[src/rtl/frac_sat_accum.sv]
// frac_sat_accum: streaming signed fixed-point group accumulator with per-beat saturate/wrap
// and sticky overflow, valid/ready on both sides.
module frac_sat_accum #(
  parameter int WIDTH = 14,
  parameter int CNT_W = 8
) (
  input  logic             clk,
  input  logic             rst,
  input  logic [WIDTH-1:0] in_data,
  input  logic             in_valid,
  input  logic             in_last,
  input  logic             in_sat_en,
  output logic             in_ready,
  input  logic             flush,
  output logic [WIDTH-1:0] out_data,
  output logic             out_ovf,
  output logic [CNT_W-1:0] out_count,
  output logic             out_valid,
  input  logic             out_ready,
  output logic             busy
);
  typedef enum logic {IDLE, ACCUM} state_t;
  state_t           r_state, w_next;
  logic [WIDTH-1:0] r_acc, w_base, w_sum;
  logic [WIDTH:0]   w_raw;
  logic [CNT_W-1:0] r_cnt, w_cnt_base, w_cnt;
  logic             r_sticky, w_ovf, w_sticky, w_accept, w_consume;

  always_ff @(posedge clk) begin
    if (rst) r_state <= IDLE;
    else r_state <= w_next;
  end

  always_comb begin
    w_next = flush ? IDLE : w_accept ? (in_last ? IDLE : ACCUM) : r_state;
  end

  always_comb begin
    busy     = (r_state == ACCUM);
    in_ready = ~flush & (~out_valid | out_ready);
  end

  // Overflow only possible when operands share a sign; the sum's sign then tells.
  always_comb begin
    w_accept   = in_valid & in_ready;
    w_consume  = out_valid & out_ready;
    w_base     = busy ? r_acc : '0;
    w_raw      = {w_base[WIDTH-1], w_base} + {in_data[WIDTH-1], in_data};
    w_ovf      = (w_base[WIDTH-1] == in_data[WIDTH-1]) & (w_raw[WIDTH-1] != w_base[WIDTH-1]);
    w_sum      = (w_ovf & in_sat_en) ? (w_base[WIDTH-1] ? {1'b1, {(WIDTH-1){1'b0}}}
                                                       : {1'b0, {(WIDTH-1){1'b1}}})
                                     : w_raw[WIDTH-1:0];
    w_cnt_base = busy ? r_cnt : '0;
    w_cnt      = (&w_cnt_base) ? w_cnt_base : w_cnt_base + CNT_W'(1);
    w_sticky   = (busy & r_sticky) | w_ovf;
  end

  always_ff @(posedge clk) begin
    if (rst) begin
      r_acc     <= '0;
      r_cnt     <= '0;
      r_sticky  <= 1'b0;
      out_data  <= '0;
      out_ovf   <= 1'b0;
      out_count <= '0;
      out_valid <= 1'b0;
    end else begin
      if (flush | (w_accept & in_last)) begin
        r_acc    <= '0;
        r_cnt    <= '0;
        r_sticky <= 1'b0;
      end else if (w_accept) begin
        r_acc    <= w_sum;
        r_cnt    <= w_cnt;
        r_sticky <= w_sticky;
      end
      if (w_accept & in_last) begin
        out_data  <= w_sum;
        out_ovf   <= w_sticky;
        out_count <= w_cnt;
        out_valid <= 1'b1;
      end else if (w_consume) begin
        out_valid <= 1'b0;
      end
    end
  end
endmodule

[config.mk]
export PLATFORM = sky130hd
export DESIGN_NAME = frac_sat_accum
export DESIGN_NICKNAME = d
export VERILOG_FILES = /design/src/rtl/frac_sat_accum.sv
export SDC_FILE = /design/constraint.sdc
export NUM_CORES = 1
export LEC_CHECK = 0
export BUFFER_PORTS_ARGS = -buffer_cell sky130_fd_sc_hd__buf_2
export CAP_MARGIN = 10
export CORE_MARGIN = 5
export CORE_UTILIZATION = 57
export CTS_CLUSTER_SIZE = 14
export DETAILED_ROUTE_END_ITERATION = 8
export GPL_ROUTABILITY_DRIVEN = 0
export PLACE_DENSITY_LB_ADDON = 0.15
export SYNTH_ARGS = -nofsm -noshare
export SYNTH_HDL_FRONTEND = slang
export SYNTH_SLANG_ARGS = --single-unit
[constraint.sdc]
create_clock -name clk -period 4.3 [get_ports clk]
set_clock_uncertainty 0.05 [all_clocks]
set_input_delay 1.29 -clock clk [delete_from_list [all_inputs] [get_ports clk]]
set_output_delay 1.29 -clock clk [all_outputs]
set_load 0.01 [all_outputs]
## Yosys cells after proc, flatten, opt, wreduce, memory -nomap -nowiden

Index checks and enable logic that the tools add are counted.

- Input port bits: 21
- Bits in registers: 48
- Output and inout port bits: 26
- Word-level logic and storage cells: 36

- Eq/ne operators: 2
- Add/subtract/negate cells: 2
- Reduce and logical (&&, ||, !) cells: 4
- Mux-type cells: 8
- Bitwise gates (word level): 12

Operators by type and width:

| operator | number |
|---|---|
| $mux W14 | 3 |
| $mux W8 | 2 |
| $add A14 B14 Y14 | 1 |
| $add A8 B1 Y8 const B | 1 |
| $reduce_and A8 Y1 | 1 |
| $and A1 B1 Y1 | 7 |
| $reduce_or A2 Y1 | 2 |
| $mux W1 | 3 |
| $or A1 B1 Y1 | 3 |
| $not A1 Y1 | 2 |
| $reduce_bool A2 Y1 | 1 |
| $eq A1 B1 Y1 | 1 |
| $ne A1 B1 Y1 | 1 |

## Longest topological paths before layout

Gate-level depths: netlist (run 1).

- Depth after elaboration: 7
- Mapped depth: 13
- Mapped depth without buffers: 10

## Least setup slack after synthesis (run 1)

OpenSTA, ideal clock, no wires.

- Kind: input -> register
- Start: input port in_data[8]
- End: register out_data[2]
- Setup time: 0.137 ns
- Stages on the path: 9
- Buffers on the path: 2
- Data arrival time: 3.236 ns
- Required time: 4.113 ns
- Setup slack: 0.877 ns
- Cell sequence: ha_1 -> buf_6 -> a21oi_4 -> o211ai_2 -> a221o_1 -> or4_4 -> buf_6 -> a31oi_2 -> a211oi_1

- Longest elaborated chain between the ends: 5

Ends and longest elaborated chain:

| what | RTL line | text |
|---|---|---|
| start: declaration | 9 | `input logic [WIDTH-1:0] in_data,` |
| $add A14 B14 Y14 | 48 | `w_raw = {w_base[WIDTH-1], w_base} + {in_data[WIDTH-1], in_data};` |
| $ne A1 B1 Y1 | 49 | `w_ovf = (w_base[WIDTH-1] == in_data[WIDTH-1]) & (w_raw[WIDTH-1] != w_base[WIDTH-1]);` |
| $and A1 B1 Y1 | 49 |  |
| $and A1 B1 Y1 | 50 | `w_sum = (w_ovf & in_sat_en) ? (w_base[WIDTH-1] ? {1'b1, {(WIDTH-1){1'b0}}}` |
| $mux W14 | 50 |  |
| end signal: assignment | 78 | `out_data <= w_sum;` |
| end: declaration | 15 | `output logic [WIDTH-1:0] out_data,` |

No other way between the ends.
A chain may end at the register's enable or synchronous reset.

## Worst setup path after layout (run 1)

- Start: input port in_data[8]
- End: register r_acc[11]

- Longest elaborated chain between the ends: 5

Ends and longest elaborated chain:

| what | RTL line | text |
|---|---|---|
| $add A14 B14 Y14 * | 48 |  |
| $ne A1 B1 Y1 | 49 |  |
| $and A1 B1 Y1 | 49 |  |
| $and A1 B1 Y1 | 50 |  |
| $mux W14 * | 50 |  |
| end signal: assignment | 73 | `r_acc <= w_sum;` |
| end: declaration | 24 | `logic [WIDTH-1:0] r_acc, w_base, w_sum;` |

Mark *: on every way between the ends. The rest lies on a longest branch, timed or not.

==> impl_results.rst, run 1 <==
.. list-table::
   :header-rows: 1

   * - Metric
     - Value
   * - R2r worst-path depth
     - 8
   * - Clock-pin slew of the registers on the worst-case setup and hold paths
     - 0.09 ns
   * - Vias post-DR
     - 2706
   * - Final net count
     - 433
   * - Leading cell types by total area after synthesis
     - dfxtp_1, a211oi_1, ha_1, nor2_1, nand2_1
   * - Area occupied by multi-input gates
     - 1780 µm²
   * - Slew at the pin with the worst max-slew slack
     - 1.08 ns
   * - Via count of the first global-routing pass
     - 2460
   * - Most numerous cell types in the synthesized netlist
     - dfxtp_1, nor2_1, nand2_1
   * - Number of buffers on the longest clock path
     - 2
   * - Minimum clock period after layout
     - 3.75 ns
   * - Number of post-CTS setup repair buffers
     - 0
   * - I/O pin total
     - 47
   * - FP Rows
     - 25
   * - Detailed Routing Iterations Pass 1
     - 5
   * - LEAKAGE
     - 1.37 nW
   * - Critical-path maximum fanout
     - 12
   * - Total wire length
     - 7.13 mm
   * - TritonCTS clock tree
     - done
   * - Iteration-0 DRC Markers
     - 209
   * - Most used standard cell by instance count after synthesis
     - dfxtp_1
   * - Number of hold buffers added after CTS
     - 0
   * - Relative slew slack
     - 27.8%
   * - Setup_tns
     - 0 ns
   * - Total CTS buffers
     - 5
   * - Count of final hold-check violations
     - 0
   * - Full die area
     - 6560 µm²
   * - All-layer global routing usage
     - 22.8%
   * - Maximum number of pins on one net before global-route repair
     - 39
   * - Hold crit path type
     - flop to flop
   * - Fill cells
     - 439
   * - Fraction of layout instances using a drive strength above 1
     - 18.3%
   * - Crit start category
     - input port
   * - Worst-case vdd ir drop
     - 0.242 mV
   * - Status
     - finished clean
   * - Setup repair after global routing missed its margin
     - false
   * - Final routed DRC violation total
     - 0
   * - Die W
     - 81.0 µm
   * - Number of distinct library cell variants in the gate-level netlist after synthesis
     - 52
   * - Overflow left after global routing
     - 0
   * - Wire length of the first global-routing pass
     - 11.7 mm
   * - Root buffer cell
     - clkbuf_8
   * - Area share of the largest cell type after synthesis
     - 33.4%
   * - Detail Route Antenna Nets
     - 0
   * - Hold path depth
     - 2
   * - Post-synthesis instance area
     - 2870 µm²
   * - Synthesized Nets
     - 396
   * - Number of warnings reported in the yosys synthesis log
     - 0
   * - Sequential standard cell area
     - 961 µm²
   * - Number of antenna repair diodes
     - 0
   * - Syn_area_per_cell
     - 7.98 µm²
   * - Worst-Skew Late Latency
     - 0.30 ns
   * - Syn Inst Count
     - 360
   * - Number of endpoints failing setup at the final stage
     - 0
   * - Number of vias per cell after detailed routing
     - 5.82
   * - Post-route fraction of the period consumed by the critical path
     - 87.1%
   * - Clock tree sinks
     - 48
   * - Biggest area consumer among synthesized cells
     - dfxtp_1
   * - Asr flop ratio synth
     - 0%
   * - Peak Freq
     - 267 MHz
   * - Power per Cell Area
     - 268 nW/µm²
   * - Initial cell density of the core
     - 59.7%
   * - Max Slew Vio Count
     - 0
   * - CTS H-tree depth
     - 2
   * - Die span in y
     - 81.0 µm
   * - Crit path max-delay cell type
     - a21oi_1
   * - CP max stage delay
     - 0.88 ns
   * - Number of flip-flops and latches in the synthesized netlist
     - 48
   * - Most instantiated flip-flop cell in the synthesis netlist
     - dfxtp_1
   * - Endpoint class of the critical path
     - flop
   * - Number of enable-type register cells in the synthesized netlist
     - 0
   * - Initial antenna violation count
     - 0
   * - Placed Instances
     - 457
   * - Routed wire per std cell
     - 15.3 µm
   * - Number of port buffers
     - 46
   * - Post-route non-filler standard cell count
     - 465
   * - Total power
     - 0.867 mW
   * - Post-CTS sizing
     - 0
   * - Worst slack, placed
     - 0.306 ns
   * - Worst EP arrival
     - 3.91 ns
   * - Area of the core region
     - 4820 µm²
   * - CP required
     - 4.46 ns
   * - Dpl hpwl
     - 5.37 mm
   * - Post-synthesis to final-layout area growth
     - 12.5%
   * - Number of max-cap violations
     - 0
   * - Min setup slack post-route
     - 0.554 ns
   * - Type of the setup path with the least slack
     - input port to flop
   * - Sequential element share of the synthesized area
     - 33.4%
   * - Series of cell instances along the critical path
     - buf_2 -> ha_1 -> nand3_1 -> nor3_1 -> nand2_1 -> a21oi_1 -> nor2_1 -> a211oi_1
   * - Final core utilization
     - 67.1%
metrics by stage:
stage	area [µm²]	hold slack [ns]
after floorplan	2870	0.386
after global placement	3130	0.391
after detailed placement	3130	0.393
after CTS	3230	0.405
after global routing	3230	0.424
final	3230	0.404
state kept, by name, summed over array words and instances (netlist names):
signal     count
out_ovf        1
busy           1
out_data      14
r_sticky       1
out_count      8
r_cnt          8
r_acc         14
out_valid      1
metal layers:
layer,part of all wire (%),vias up,wire [µm],track usage [%]
li1,-,1360,-,-
met1,49,1230,3520,33.6
met2,41,102,2890,33.0
met3,8.5,14,606,4.55
met4,1.6,0,115,7.77
met5,0,-,0,0
report_power, final:
part	total [mW]	internal, mW	switching, mW	leakage [nW]
Sequential	0.468	0.458	0.00970	0.390
Combinational	0.119	0.0468	0.0726	0.935
Clock	0.280	0.130	0.150	0.0434
logic make-up (layout without fill, tap and decap cells):
family / count (synthesis) / in the layout / synth area share (%)
xor gates and xnor gates: 10 / 10 / 3.05
AOI/OAI and AO/OA: 107 / 107 / 26.5
buffers and inverters: 31 / 69 / 4.66
adders and majority gates: 15 / 15 / 6.79
muxes: 6 / 6 / 2.18
DFF: 48 / 48 / 33.4
and+or+nand+nor: 143 / 143 / 23.4
cell type report:
class | count | share of cell area, %
clock buffer | 6 | 2.56
sequential | 48 | 29.7
multi-input combinational | 281 | 55.2
inverter | 10 | 1.16
clock inverter | 2 | 0.465
tap | 67 | 2.59
timing repair buffer | 51 | 8.28
cells in the final DEF (no fill, tap or decap), types with 3 or more instances in the layout:
cell / count
a211oi_1: 25
a21o_1: 8
a21oi_1: 25
a31oi_1: 4
and2_1: 18
and3_1: 10
buf_2: 46
buf_4: 5
clkbuf_8: 6
dfxtp_1: 48
ha_1: 14
inv_1: 10
mux2i_1: 4
nand2_1: 39
nand2b_1: 3
nand3_1: 11
nor2_1: 44
nor3_1: 7
o21ai_0: 18
xnor2_1: 7
xor2_1: 3
path summary, 6_finish.rpt:
| check | slack [ns] | startpoint | endpoint |
|---|---|---|---|
| max reg2reg | 0.93 | busy | r_acc[11] |
| min reg2reg | 0.40 | out_count[7] | out_count[7] |
| min | 0.40 | out_count[7] | out_count[7] |
| max | 0.55 | in_data[8] | r_acc[11] |
worst max-delay path: cells and delay by family:
family                     cells  cell delay (ns)
AOI/OAI and AO/OA              2             1.19
buffers and inverters          1             0.10
adders and majority gates      1             0.47
and+or+nand+nor                4             0.86
(Power assumes the default switching activity.)
==> run 2, diff against run 1 <==
- CORE_UTILIZATION: 57 -> 59
- CTS_BUF_LIST: not set -> sky130_fd_sc_hd__clkbuf_8
==> run 2 against run 1 <==
Combinational power is essentially flat. Critical path depth is the same. Design area grew 0.54%. Flip-flop and latch count is the same. Fmax shrank 2.9%. Clock power grew 20%. Total power grew 6.4%. Core utilization grew 1.7 points. Global-route usage grew 0.21 points. Die area shrank 3.0%. Routed wire length shrank 0.60%. Largest power group unchanged. Highest routed layer unchanged.
==> impl_results.rst, run 2 (same netlist as run 1, synthesis figures left out) <==
.. list-table::
   :header-rows: 1

   * - Metric
     - Value
   * - Power per Cell Area
     - 284 nW/µm² (+5.8%)
   * - Type of the setup path with the least slack
     - input port to flop
   * - Fill cells
     - 380 (-13%)
   * - Die span in y
     - 79.8 µm (-1.5%)
   * - Number of port buffers
     - 46 (unchanged)
   * - Number of vias per cell after detailed routing
     - 5.79 (-0.55%)
   * - Number of hold buffers added after CTS
     - 0 (unchanged)
   * - Clock-pin slew of the registers on the worst-case setup and hold paths
     - 0.09 ns (about the same)
   * - Total CTS buffers
     - 5 (unchanged)
   * - Leading cell type in the layout, fill and taps excluded
     - dfxtp_1
   * - Sequential standard cell area
     - 961 µm² (unchanged)
   * - Peak Freq
     - 259 MHz (-2.9%)
   * - I/O pin total
     - 47 (unchanged)
   * - Number of endpoints failing setup at the final stage
     - 0 (unchanged)
   * - Slew at the pin with the worst max-slew slack
     - 1.18 ns (+0.0964 ns)
   * - Critical-path maximum fanout
     - 12 (unchanged)
   * - Full die area
     - 6370 µm² (-3.0%)
   * - Relative slew slack
     - 21.4% (-6.4 points)
   * - Fraction of layout instances using a drive strength above 1
     - 18.3% (unchanged)
   * - Number of buffers on the longest clock path
     - 2 (unchanged)
   * - Final net count
     - 433 (unchanged)
   * - Hold crit path type
     - flop to flop
   * - Max Slew Vio Count
     - 0 (unchanged)
   * - Initial antenna violation count
     - 0 (unchanged)
   * - Number of post-CTS setup repair buffers
     - 0 (unchanged)
   * - Setup repair after global routing missed its margin
     - false
   * - Clock tree sinks
     - 48 (unchanged)
   * - Min setup slack post-route
     - 0.444 ns (-0.111 ns)
   * - Hold Worst Slack
     - 0.405 ns (+0.00104 ns)
   * - Endpoint class of the critical path
     - flop
   * - Overflow left after global routing
     - 0 (unchanged)
   * - Total wire length
     - 7.08 mm (-0.60%)
   * - Final routed DRC violation total
     - 0 (unchanged)
   * - Wire length of the first global-routing pass
     - 11.6 mm (-0.89%)
   * - Area of the core region
     - 4720 µm² (-1.9%)
   * - Post-route fraction of the period consumed by the critical path
     - 89.7% (+2.6 points)
   * - Status
     - finished clean
   * - Routed wire per std cell
     - 15.2 µm (-0.60%)
   * - Detailed Routing Iterations Pass 1
     - 5 (unchanged)
   * - Post-CTS sizing
     - 0 (unchanged)
   * - Worst-case vdd ir drop
     - 0.155 mV (-36%)
   * - Setup_tns
     - 0 ns (unchanged)
   * - Via count of the first global-routing pass
     - 2409 (-2.1%)
   * - Maximum number of pins on one net before global-route repair
     - 32 (-18%)
   * - Iteration-0 DRC Markers
     - 220 (+5.3%)
   * - Dpl hpwl
     - 5.36 mm (-0.18%)
   * - FP Rows
     - 25 (unchanged)
   * - LEAKAGE
     - 1.38 nW (+0.83%)
   * - Worst-Skew Late Latency
     - 0.31 ns (about the same)
   * - Post-synthesis to final-layout area growth
     - 13.1%
   * - TritonCTS clock tree
     - done
   * - Vias post-DR
     - 2691 (-0.55%)
   * - Minimum clock period after layout
     - 3.86 ns (+0.111 ns)
   * - Detail Route Antenna Nets
     - 0 (unchanged)
   * - Number of max-cap violations
     - 0 (unchanged)
   * - Registers with the highest flip-flop counts
     - out_data (14), r_acc (14)
   * - CTS H-tree depth
     - 2 (unchanged)
   * - All-layer global routing usage
     - 23.0% (+0.21 points)
   * - Number of antenna repair diodes
     - 0 (unchanged)
   * - Crit start category
     - input port
   * - Most used cells in the layout excluding fill and tap cells
     - dfxtp_1, buf_2, nor2_1, nand2_1
   * - Total power
     - 0.923 mW (+6.4%)
   * - Count of final hold-check violations
     - 0 (unchanged)
   * - Initial cell density of the core
     - 60.8% (+1.2 points)
   * - Die W
     - 79.8 µm (-1.5%)
   * - CP required
     - 4.47 ns (about the same)
   * - Area occupied by multi-input gates
     - 1780 µm² (unchanged)
   * - Worst EP arrival
     - 4.03 ns (+0.12 ns)
   * - Worst slack, placed
     - 0.168 ns (-0.137 ns)
   * - Root buffer cell
     - clkbuf_8
-- run 2: cell types whose count changed in the layout (fill, tap and decap cells not counted), sizes merged --
cell	change
bufinv	+1
clkinvlp	-1
inv	+1
clkbuf	-1
-- run 2: per-layer routing --
layer / track usage, % / share of wire, %
met2: 34.6 / 43
met5: 0 / 0
met1: 33.4 / 48
met3: 4.18 / 7.1
met4: 7.09 / 1.6
-- run 2: area by class of cell --
cell class | count | area share (%)
multi-input combinational | 281 | 54.9
timing repair buffer | 51 | 8.24
clock inverter | 3 | 1.42
tap | 67 | 2.58
sequential | 48 | 29.6
clock buffer | 5 | 2.12
inverter | 10 | 1.16
-- run 2: final timing paths --
path / from / endpoint / slack [ns] / cells after the start
setup / recovery: in_data[8] / r_acc[6] / 0.44 / 8
hold / removal: out_count[4] / out_count[4] / 0.41 / 2
setup reg to reg: busy / r_acc[6] / 0.76 / 8
hold reg to reg: out_count[4] / out_count[4] / 0.41 / 2
-- run 2: through the flow --
step | cells | instance area (µm²) | utilization, %
after CTS | 465 | 3250 | 68.8
after global placement | 457 | 3130 | 66.4
after detailed placement | 457 | 3130 | 66.4
after floorplan | 360 | 2870 | -
final | 465 | 3250 | 68.8
after global routing | 465 | 3250 | 68.8
-- run 2: power breakdown --
part / internal (mW) / switching, mW / leakage [nW] / total, mW
combinational: 0.0469 / 0.0741 / 0.935 / 0.121
sequential: 0.459 / 0.00859 / 0.390 / 0.467
clock: 0.175 / 0.159 / 0.0548 / 0.335
-- run 2: critical path, cell delays in order --
cell and delay [ns]:
buf_2 0.10, ha_1 0.48, nand3_1 0.15, nor3_1 0.36, nand2_1 0.16, a21oi_1 0.95, nor2_1 0.25, a211oi_1 0.30
